$ cat config.mk
export PLATFORM = sky130hd
export DESIGN_NAME = instruction_fetch
export DESIGN_NICKNAME = d
export VERILOG_FILES = /design/src/rtl/instruction_fetch.sv
export SDC_FILE = /design/constraint.sdc
export NUM_CORES = 2
export LEC_CHECK = 0
export CORE_MARGIN = 2
export CORE_UTILIZATION = 45
export DETAILED_ROUTE_END_ITERATION = 8
export MAX_ROUTING_LAYER = met4
export PLACE_DENSITY = 0.57
export SYNTH_ARGS = -nofsm -noshare
export SYNTH_HDL_FRONTEND = slang
export SYNTH_SLANG_ARGS = --single-unit
export TNS_END_PERCENT = 5
$ cat constraint.sdc
create_clock -name clk -period 9.14 [get_ports clk]
set_clock_uncertainty 0.2 [all_clocks]
set_input_delay 0.914 -clock clk [delete_from_list [all_inputs] [get_ports clk]]
set_output_delay 0.914 -clock clk [all_outputs]
set_load 0.01 [all_outputs]
$ cat src/rtl/instruction_fetch.sv
// Fetch stage: loadable instruction memory plus PC, issuing one opcode per
// valid/ready handshake until a HALT opcode or an abort.
module instruction_fetch #(
  parameter int          ADDR_W  = 8,
  parameter int          DATA_W  = 16,
  parameter logic [2:0]  HALT_OP = 3'b111
) (
  input  logic              clk,
  input  logic              rst_n,
  input  logic              prog_we,
  input  logic [ADDR_W-1:0] prog_addr,
  input  logic [DATA_W-1:0] prog_data,
  input  logic              start,
  input  logic [ADDR_W-1:0] start_addr,
  input  logic              abort,
  output logic [DATA_W-1:0] opcode,
  output logic              opcode_valid,
  input  logic              opcode_ready,
  output logic [ADDR_W-1:0] pc,
  output logic              busy,
  output logic              done,
  output logic [15:0]       issue_count
);

  localparam int DEPTH = 2 ** ADDR_W;

  typedef enum logic [1:0] {
    S_IDLE,
    S_RUN,
    S_DONE
  } state_t;

  state_t            state;
  logic [DATA_W-1:0] mem [DEPTH];
  logic [DATA_W-1:0] mem_rd;
  logic              slot_free;
  logic              is_halt;

  assign mem_rd    = mem[pc];
  assign slot_free = !opcode_valid || opcode_ready;
  assign is_halt   = (mem_rd[DATA_W-1 -: 3] == HALT_OP);

  // NOTE: the program array carries no reset; software loads it before start,
  // and leaving it out of the reset keeps it a plain register file.
  always_ff @(posedge clk) begin
    if (prog_we && state != S_RUN) mem[prog_addr] <= prog_data;
  end

  // NOTE: busy/done are registers updated alongside state, so they are
  // glitch-free and change on the same edge as the state they report.
  always_ff @(posedge clk or negedge rst_n) begin
    if (!rst_n) begin
      state        <= S_IDLE;
      pc           <= '0;
      opcode       <= '0;
      opcode_valid <= 1'b0;
      busy         <= 1'b0;
      done         <= 1'b0;
      issue_count  <= '0;
    end else begin
      unique case (state)
        S_IDLE, S_DONE: begin
          if (state == S_DONE && abort) begin
            state <= S_IDLE;
            done  <= 1'b0;
          end else if (start) begin
            state        <= S_RUN;
            busy         <= 1'b1;
            done         <= 1'b0;
            pc           <= start_addr;
            issue_count  <= '0;
            opcode_valid <= 1'b0;
          end
        end
        S_RUN: begin
          if (abort) begin
            // Abort wins over fetch and HALT; the pending opcode is dropped.
            state        <= S_IDLE;
            busy         <= 1'b0;
            opcode_valid <= 1'b0;
          end else if (slot_free) begin
            if (is_halt) begin
              // pc stays on the HALT word; HALT itself is never issued.
              state        <= S_DONE;
              busy         <= 1'b0;
              done         <= 1'b1;
              opcode_valid <= 1'b0;
            end else begin
              opcode       <= mem_rd;
              opcode_valid <= 1'b1;
              pc           <= pc + ADDR_W'(1);
              if (issue_count != 16'hFFFF) issue_count <= issue_count + 16'd1;
            end
          end
        end
        default: state <= S_IDLE;
      endcase
    end
  end

endmodule

==> results.md <==
- CP Class: flip-flop to flip-flop
- Post-synth top area share: 77.16%
- Synth Area in Adders: 0.01570%
- Routed wire length: 437800 microns
- Nets: 7253
- First-pass GRT wire length: 607600 microns
- Largest net degree at the start of global routing: 154
- Share of layout cells above drive strength 1: 32.02%
- Syn Area/Cell: 23.71 sq um
- Syn Inst Count: 6723
- Outcome: finished clean
- Peak supply drop: 0.2174 mV
- Sequence of cells on the critical path: buf_12, buf_4, mux4_2, mux2i_1, nor2_1, a211oi_1, nand3_1, a32oi_1, buf_4, nor3_1, buf_4, nor2_4, mux2_2
- Worst setup SP type: flip-flop
- # DRC: 0
- Synth cell types: 65
- Maxcap violations: 0
- Die H: 599.2 microns
- WP data required: 9770 ps
- Top_reg_cell synth: edfxtp_1
- RSZ-0062 raised after global routing: no
- Combinational family with the most area after synthesis: multiplexers
- Top cells by area, synth: edfxtp_1 77%, mux4_2 17%, mux2i_1 0.89%
- Total core area: 352700 sq um
- Die area: 359000 sq um
- Syn-to-layout area delta: 13.64%
- Critical path's most frequent cell: buf_4
- Setup TNS: 0 ps
- Post-Synth XOR/XNOR Area: 0%
- Worst path slowest cell: dfrtp_4
- IO Port Bufs: 80
- Maximum clock rate: 0.1491 GHz
- Clock sinks: 4141
- GR Util All Layers: 25.13%
- Number of synthesized flops with an enable pin: 4096
- Synth Area in Simple Gates: 1.440%
- Setup crit end kind: flip-flop
- Vias in the first global route: 75230
- Hold Crit Start: prog_data[3]
- Data arrival, critical path: 7340 ps
- Syn. warnings: 0
- CTS tree: built
- CTS Buf Count: 424
- Grt ovf: 0
- Leakage: 55.94 nW
- Root Driver: clkbuf_16
- Non-Filler Instances: 12290
- Async S/R FF share, synth: 1.087%
- Initial antenna violation count: 19
- Worst-Skew Late Latency: 940 ps
- I/O Pins: 81
- Power per cell area: 289.2 nW/um^2
- Worst hold path type: input pin to flip-flop
- Bufs on Longest Clock Path: 4
- Vias: 75740
- Gpl congestion: 0.8566
- Register area share after synthesis: 77.87%
- Slew margin rel.: 5.171%
- HPWL Detailed: 253000 microns
- Worst slew pin tran: 1419 ps
- Final hold vios: 0
- Initial Utilization: 45.20%
- Mux share of post-synthesis cell area: 18.25%
- Initial drt markers: 10510
- Compound-Gate Fraction of Synth Area: 1.203%
- Max incr delay on CP: 1010 ps
- Final ANT Viol Nets: 0
- Mapped cell area: 159400 sq um
- First-pass iteration count of the detailed router: 8
- Placed cells: 11520
- Max-slew violations: 0
- CTS H-tree lvls: 5
- # rows: 218
- Via density: 6.160
- #FFs+latches synth: 4141
- Drt wl/cell: 35.61 microns
- Synth area leader: edfxtp_1
- Post-Syn Nets: 6763
- Die W: 599.2 microns
- Final setup violation count: 0
- Fin crit share: 73.37%
- Clock slew at reported path FFs: 60 ps
- Tmin final: 6706 ps
- Critical path peak fanout: 50
- Origin of the worst setup path: pc[0]
- Worst r2r src: pc[0]
-- final cells by class --
class                      count  area (sq um)
fill                       27240        171500
sequential                  4141        124100
multi-input combinational   2187         33990
clock buffer                 533         11220
tap                         4730          5918
timing repair buffer         451          3835
clock inverter               232          1967
inverter                       8         40.04
antenna                       12         30.03
-- cells by family after synthesis --
family | after synthesis
AOI/OAI and AO/OA | 268
adders and majority gates | 2
buffers and inverters | 395
DFF | 4141
muxes | 1381
and+or+nand+nor | 536
-- cells in the final DEF (no fill, tap or decap), types with 7 or more instances in the layout --
master / count
a211oi_1: 15
a21oi_1: 39
a221oi_1: 11
a22o_1: 8
a22oi_1: 23
a31oi_1: 24
buf_12: 15
buf_4: 355
bufinv_16: 26
clkbuf_1: 98
clkbuf_16: 432
clkbuf_8: 16
clkdlybuf4s50_1: 63
clkinv_1: 108
clkinv_2: 68
clkinvlp_4: 7
dfrtp_1: 37
diode_2: 12
edfxtp_1: 4096
inv_6: 9
mux2_2: 22
mux2i_1: 141
mux4_2: 1218
nand2_1: 101
nand3_1: 34
nand4_1: 14
nor2_1: 105
nor2_2: 184
nor2_4: 13
nor2b_1: 21
nor3_1: 14
o21ai_0: 30
o221ai_1: 32
o22ai_1: 19
o311ai_0: 8
-- repair_timing --
item                       in CTS  in global routing
buffers inserted                0                  0
resized for setup               0                  0
hold endpoints to repair       45                  0
hold buffers                    1                  0
setup endpoints to repair       0                  0
-- registers in the layout, indices dropped and copies added, names as in the netlist --
register / cells
state: 2
opcode_valid: 1
mem: 4096
opcode: 16
issue_count: 16
done: 1
pc: 8
busy: 1
-- stage by stage --
step	util [%]	total power [mW]	area [sq um]	setup WS, ps	hold WS (ps)
finish	51.36	52.38	181100	2434	197.4
global route	51.35	53.90	181100	2259	176.0
CTS	51.35	52.80	181100	2497	141.4
detailed placement	47.61	36.30	167900	2521	296.1
global placement	47.61	36.26	167900	2498	303.6
floorplan	-	30.54	159400	5040	329.8
-- synthesized netlist by cell type, drive strengths merged (7+ instances only) --
library cell	count
edfxtp	4096
mux4	1218
nor2	302
buf	205
clkbuf	182
mux2i	141
nand2	102
dfrtp	45
nand3	45
a21oi	39
o21ai	32
o221ai	32
a31oi	24
nor2b	24
a22oi	23
mux2	22
o22ai	19
a211oi	15
nand4	14
nor3	14
a221oi	11
a22o	8
inv	8
o311ai	8
and2	7
-- where the power goes --
part	internal (mW)	leakage [nW]	total, mW	switching (mW)
Clock	9.40	6.43	16.6	7.20
Combinational	6.07	12.2	14.5	8.41
Sequential	21.0	37.4	21.3	0.311
-- layer usage --
layer,wire [microns],vias to the layer above,share of wire [%],track usage [%]
met1,179100,41740,41,35.12
li1,-,29930,-,-
met4,12050,0,2.8,6.230
met3,35500,585,8.1,3.979
met5,0,-,0,-
met2,211200,3481,48,39.13
-- worst max-delay path: cells and delay by family, from the launching register on --
kind                   cells  cell delay, ps
AOI/OAI and AO/OA          2            1210
buffers and inverters      4            1350
DFF                        1            1010
and+or+nand+nor            4            1160
muxes                      3            1550
-- path summary, 6_finish.rpt --
path / endpoint / slack (ps) / cells after the start
worst max-delay path: opcode[12] / 2430 / 13
worst max register to register: opcode[12] / 2430 / 13
max in group asynchronous: pc[0] / 7720 / 3
worst min register to register: opcode[2] / 330 / 1
min in group asynchronous: issue_count[5] / 440 / 3
worst min-delay path: mem[107][3] / 200 / 1
Power figures use the tool's default switching activity.
